### config.mk
export PLATFORM = sky130hd
export DESIGN_NAME = fetch_stage
export DESIGN_NICKNAME = d
export VERILOG_FILES = /design/src/rtl/fetch_stage.sv
export SDC_FILE = /design/constraint.sdc
export NUM_CORES = 1
export LEC_CHECK = 0
export BUFFER_PORTS_ARGS = -buffer_cell sky130_fd_sc_hd__buf_4
export CORE_UTILIZATION = 45
export DETAILED_ROUTE_END_ITERATION = 16
export HOLD_SLACK_MARGIN = 0.08
export PLACE_DENSITY_LB_ADDON = 0.15
export SLEW_MARGIN = 10
export SYNTH_ARGS = -nofsm -noshare
export SYNTH_HDL_FRONTEND = slang
export SYNTH_SLANG_ARGS = --single-unit
### constraint.sdc
create_clock -name clock -period 4.25 [get_ports clock]
set_clock_uncertainty 0.15 [all_clocks]
set_input_delay 0.425 -clock clock [delete_from_list [all_inputs] [get_ports clock]]
set_output_delay 0.425 -clock clock [all_outputs]
set_load 0.02 [all_outputs]
### src/rtl/fetch_stage.sv
// fetch_stage: instruction-fetch stage with a REQ/WAIT/HOLD handshake FSM.
// It issues instruction-memory reads, captures returned words into the
// IF/ID-facing registers, follows redirects and flags over-long memory waits.
// Optional feature macro: FETCH_ALIGN_CHECK_EN adds a sticky 'misalign'
// output for redirect targets whose bits [1:0] are nonzero.
module fetch_stage #(
   parameter logic [31:0] RESET_PC = 32'h0000_0000,
   parameter int unsigned WAIT_MAX = 15
) (
   input  logic        clock,
   input  logic        reset,
   input  logic        stall,
   input  logic        redirect,
   input  logic [31:0] redirect_pc,
   output logic        imem_req,
   output logic [31:0] imem_addr,
   input  logic        imem_ready,
   input  logic [31:0] imem_rdata,
   output logic [31:0] pc_out,
   output logic [31:0] instr_out,
   output logic        valid_out,
`ifdef FETCH_ALIGN_CHECK_EN
   output logic        misalign,
`endif
   output logic        timeout
);

   // Counter is wide enough to hold WAIT_MAX + 1 so "more than WAIT_MAX" is
   // representable; it never goes below 4 bits.
   localparam int CW = ($clog2(WAIT_MAX + 2) > 4) ? $clog2(WAIT_MAX + 2) : 4;
   localparam logic [CW-1:0] WAIT_LIM = CW'(WAIT_MAX);
   localparam logic [CW-1:0] CNT_SAT  = '1;

   typedef enum logic [1:0] {
      ST_REQ,
      ST_WAIT,
      ST_HOLD
   } state_t;

   state_t         state;
   logic [31:0]    pc;
   logic [CW-1:0]  wait_cnt;
   logic [CW-1:0]  wait_base;
   logic [CW-1:0]  wait_inc;
   logic [31:0]    redirect_tgt;

   // The request is a pure decode of state, forced low while reset is held.
   assign imem_req  = ~reset & (state != ST_HOLD);
   assign imem_addr = pc;

   // Next wait count: a fresh request (REQ) starts from zero, WAIT continues;
   // the count saturates rather than wrapping.
   always_comb begin
      // NOTE: every always_comb output gets a default first so no path can
      // leave it unassigned and infer a latch.
      wait_base = '0;
      wait_inc  = '0;
      if (state == ST_WAIT) begin
         wait_base = wait_cnt;
      end
      wait_inc = (wait_base == CNT_SAT) ? wait_base : wait_base + CW'(1);
   end

   // Redirect targets are always word aligned; the low bits are dropped.
   assign redirect_tgt = redirect_pc & 32'hFFFF_FFFC;

   // Fetch FSM together with all of its registered outputs.
   always_ff @(posedge clock or posedge reset) begin
      // NOTE: state registers use non-blocking assignments so every flop
      // samples pre-edge values, independent of statement order.
      if (reset) begin
         state     <= ST_REQ;
         pc        <= RESET_PC;
         pc_out    <= '0;
         instr_out <= '0;
         valid_out <= 1'b0;
         timeout   <= 1'b0;
         wait_cnt  <= '0;
`ifdef FETCH_ALIGN_CHECK_EN
         misalign  <= 1'b0;
`endif
      end else if (redirect) begin
         // Redirect wins over stall and discards any same-cycle response.
         state     <= ST_REQ;
         pc        <= redirect_tgt;
         valid_out <= 1'b0;
         wait_cnt  <= '0;
`ifdef FETCH_ALIGN_CHECK_EN
         misalign  <= |redirect_pc[1:0];
`endif
      end else begin
         case (state)
            ST_REQ, ST_WAIT: begin
               if (imem_ready) begin
                  instr_out <= imem_rdata;
                  pc_out    <= pc + 32'd4;
                  valid_out <= 1'b1;
                  wait_cnt  <= '0;
                  if (stall) begin
                     // pc stays on the fetched word; it advances on leaving HOLD.
                     state <= ST_HOLD;
                  end else begin
                     pc    <= pc + 32'd4;
                     state <= ST_REQ;
                  end
               end else begin
                  state    <= ST_WAIT;
                  wait_cnt <= wait_inc;
                  if (wait_inc > WAIT_LIM) begin
                     timeout <= 1'b1;
                  end
                  // A stalled consumer still holds the previous instruction.
                  if (!stall) begin
                     valid_out <= 1'b0;
                  end
               end
            end
            ST_HOLD: begin
               if (!stall) begin
                  pc        <= pc + 32'd4;
                  state     <= ST_REQ;
                  valid_out <= 1'b0;
               end
            end
            default: begin
               state <= ST_REQ;
            end
         endcase
      end
   end

endmodule

### Word-level counts from Yosys, hierarchy flattened

Index checks and enable logic that the tools add are counted.

* bits in registers: 105
* input bits: 69
* logic and storage cells: 45

* $add $sub $neg: 2
* order comparisons: 1
* equality and inequality tests: 6
* muxes and demuxes: 18
* bitwise logic cells: 4
* reduce and logical (&&, ||, !) cells: 7

Operators by type and width (number)
* 32-bit 2-to-1 mux: 3
* 32-bit case mux with 2 select lines: 1
* 32-bit by 3-bit adder with 32-bit output (second input constant): 1
* 5-bit 2-to-1 mux: 5
* 2-bit 2-to-1 mux: 4
* 3-bit != test (second input constant): 2
* 5-bit by 1-bit adder with 5-bit output (second input constant): 1
* 5-bit equality test (second input constant): 1
* 5-bit by 4-bit > comparator with 1-bit output (second input constant): 1
* 2-bit case mux with 2 select lines: 1
* 4-bit AND reduction: 1
* 1-bit 2-to-1 mux: 3
* 1-bit NOT: 3
* 3-bit AND reduction: 1
* 3-bit nonzero test: 1
* 2-bit by 1-bit equality test with 1-bit output (second input constant): 1
* 2-bit equality test (second input constant): 1
* 2-bit logical NOT: 1
* 2-bit != test (second input constant): 1
* 1-bit case mux with 2 select lines: 1
* 2-bit AND reduction: 1
* 2-bit nonzero test: 1
* 2-bit OR reduction: 1
* 1-bit bitwise AND: 1

### Logic depth before layout (Yosys ltp)

* depth after elaboration: 7
* gate-level depth with buffers: 8
* depth with buffers taken out: 8

### Least setup slack after synthesis

No wires, ideal clock.

* kind: flip-flop to flip-flop
* from: reg pc[3] (netlist: imem_addr[3])
* to: reg pc[22] (netlist: imem_addr[22])
* data arrival time: 2.221 ns
* data required time: 3.970 ns
* setup slack: 1.750 ns
* stages on the path, launching flop included: 9
* period minus slack after synthesis: 2.500 ns
* cell sequence: dfrtp_1 > ha_1 > clkbuf_1 > nand3_1 > or4_4 > buf_6 > a2111oi_4 > xnor2_1 > o21ai_1

* longest elaborated chain between the ends: 5

Ends and longest elaborated chain
* start: declaration: RTL line 41 `logic [31:0] pc;`
* start signal: assignment: RTL line 85 `pc <= redirect_tgt;`
* start signal: assignment: RTL line 103 `pc <= pc + 32'd4;`
* start signal: assignment: RTL line 120 `pc <= pc + 32'd4;`
* 32-bit by 3-bit adder with 32-bit output (*): RTL line 103, 120
* 32-bit 2-to-1 mux (*): RTL line 99, 119
* 32-bit 2-to-1 mux: RTL line 94 `if (imem_ready) begin`
* 32-bit case mux with 2 select lines (*): RTL line 92 `case (state)`
* 32-bit 2-to-1 mux (*): RTL line 82 `end else if (redirect) begin`

Every way passes the cells marked *; elsewhere a longest branch is shown, timed or not. The select of a mux whose other input is x is not followed.
A chain may end at the register's enable or synchronous reset.

### Worst setup path in the final report

* from: reg pc[2] (netlist: imem_addr[2])
* to: reg pc[22] (netlist: imem_addr[22])

Same word-level chain as after synthesis.

==> results.md <==
- First-pass GRT wire length: 20.2 mm
- GP Congestion: 0.762
- Worst hold path depth: 3
- Setup TNS: 0 ns
- Post-CTS Hold Buffers: 0
- Leakage: 2.78 nW
- Die W: 108 um
- Clk pin slew, worst setup/hold paths: 0.11 ns
- Hold Path Origin: redirect_pc[7]
- Vias in the first global route: 3,944
- Post-synth top area share: 50.1%
- Overflow after GRT: 0
- Final Hold Fails: 0
- Initial core utilization: 46.3%
- Mapped Cells: 492
- Area Overhead vs Synth: 28.1%
- Setup CP Type: flip-flop to flip-flop
- Synth unique cells: 42
- DRC Markers: 0
- Worst Path Required: 4.33 ns
- Antenna violations before repair: 0
- Root Buffer: clkbuf_8
- Status: finished, final reports clean
- Max VDD drop: 0.183 mV
- Synth warnings: 0
- I/O Buffers: 161
- Num CTS Buffers: 9
- DPL Wire Length: 8.74 mm
- Nets: 703
- Detail Route Antenna Nets: 0
- Power after layout: 2.49 mW
- DRT Wirelength: 12.3 mm
- Worst-margin pin slew: 0.976 ns
- Max Slew Vio Count: 0
- Final Worst Setup Slack: 1.60 ns
- I/O pins: 168
- GRT Util Overall: 22.6%
- Crit. Startpoint: imem_addr[2]$_DFFE_PP0P_
- Max_slew headroom: 34.4%
- Mapped Area: 0.00504 sq mm
- Initial drt markers: 256
- Place WS: 1.61 ns
- Worst Reg-to-Reg Cells: 6
- CTS tree: yes
- Fmax: 0.377 GHz
- Top layer in use: met4
- Largest net degree at the start of global routing: 77
- Max Cap Violations: 0
- Pwr dens: 385 mW/mm^2
- Mapped Avg Cell Area: 10.2 sq um
- Die ar.: 0.0116 sq mm
- Tcrit/Tclk final: 62.4%
- CP max FO: 10
- Utilization after layout: 59.3%
- Post-CTS sizing: 0
- CTS Buffer Depth: 2
- Final Setup Violations: 0
- Wire per inst: 15.9 um
- CP arrival: 2.74 ns
- R2R Path Start: imem_addr[2]$_DFFE_PP0P_
- Clock latency on the worst-skew pair: 0.37 ns
- Most common cell after layout, fill and taps aside: buf_4
- Cell taking the most area after synthesis: dfrtp_1
- Setup repair bufs after CTS: 0
- N_diodes: 0
- CTS Sinks: 101
- RSZ-0062 raised after global routing: no
- Worst hold path class: input port to flip-flop
- Vias/cell: 5.29
- H-tree levels: 3
- Fin crit period: 2.65 ns
- Critical path capture point type: flip-flop
- Most frequent cells in the layout: 165 x buf_4, 101 x dfrtp_1, 47 x nor2_1, 44 x nand2_1, 38 x xnor2_1
- DRT Pass-1 Iters: 5
- Startpoint types: flip-flop
- Placement Rows: 38
- Layout cell share with drive strength beyond 1: 35.5%
- WL met2: 6.06 mm
- Die Y: 108 um
- Register area share after synthesis: 50.1%
- Core area: 0.0109 sq mm
- Met3 wire length: 832 um
- DR vias: 4,114
- #FFs+latches synth: 101
- Met1 Routed Length: 5.32 mm
- Synth top area cells: dfrtp_1 50%, mux2_2 7.8%, xnor2_1 6.6%
## worst paths after layout
check	endpoint	slack [ns]
max	imem_addr[22]$_DFFE_PP0P_	1.60
min	imem_addr[7]$_DFFE_PP0P_	0.10
max reg2reg	imem_addr[22]$_DFFE_PP0P_	1.60
min reg2reg	timeout$_DFFE_PP0P_	0.34
max in group asynchronous	pc_out[21]$_DFFE_PP0P_	2.92
min in group asynchronous	instr_out[22]$_DFFE_PP0P_	0.12
## metrics by stage
stage / area, sq um / instances / hold WS (ns)
floorplan: 5050 / 495 / 0.352
detailed placement: 6280 / 761 / 0.317
finish: 6460 / 777 / 0.102
global route: 6460 / 777 / 0.0915
CTS: 6460 / 777 / 0.0901
global placement: 6280 / 761 / 0.317
## registers in the layout (all words and copies together) (netlist names)
| register | count |
|---|---|
| wait_cnt | 5 |
| timeout | 1 |
| valid_out | 1 |
| imem_addr | 30 |
| pc_out | 30 |
| state | 2 |
| instr_out | 32 |
## Yosys cell counts, drive strengths merged
cell     number
xnor2        38
nand2        44
nand3b        2
nor2         47
or2b          1
a21oi        37
clkbuf       23
mux2         35
nor3         12
nor3b         1
nand3        19
o21ai        30
ha            2
a2111o        1
a31oi         2
xor2         20
dfrtp       101
buf          16
a2111oi       2
and4          5
and2          2
conb          1
and3          8
mux2i         2
or4           2
o21bai        1
nor2b         4
inv           4
nor4          9
o22ai         2
a21o          2
nand2b        2
nand4        15
## cell type report
| type | instances | area [sq um] |
|---|---|---|
| fill | 969 | 4430 |
| tap | 140 | 175 |
| multi-input combinational | 351 | 2320 |
| clock inverter | 5 | 41.3 |
| inverter | 4 | 17.5 |
| timing repair buffer | 165 | 1240 |
| clock buffer | 11 | 131 |
| sequential | 101 | 2530 |
## metal layers
metal / vias up / track usage [%]
li1: 1972 / -
met1: 1981 / 29.9
met2: 151 / 37.6
met3: 10 / 3.75
met4: 0 / 7.44
met5: - / 0
## kinds of logic (layout without fill, tap and decap cells)
logic type / after synthesis / after routing / synth area share [%]
AOI/OAI and AO/OA: 77 / 77 / 8.91
xor gates and xnor gates: 58 / 58 / 10.1
adders and majority gates: 2 / 2 / 0.496
buffers and inverters: 43 / 185 / 4.05
DFF: 101 / 101 / 50.1
muxes: 37 / 37 / 8.22
other: 1 / 4 / 0.0744
and+or+nand+nor: 173 / 173 / 18.0
## critical path, stage by stage (launching register included)
cell and delay (ns):
dfrtp_1 0.61, ha_1 0.40, nand3_1 0.14, or4_4 0.62
a2111oi_4 0.38, xnor2_1 0.16, o21ai_1 0.07
## power breakdown
group / internal [mW] / switching [mW] / total (mW) / leakage, nW
sequential: 1.09 / 0.125 / 1.22 / 1.20
combinational: 0.325 / 0.371 / 0.696 / 1.50
clock: 0.220 / 0.353 / 0.573 / 0.0810
total: 1.64 / 0.849 / 2.49 / 2.78
Note: power is estimated with default switching activity, not from simulation.
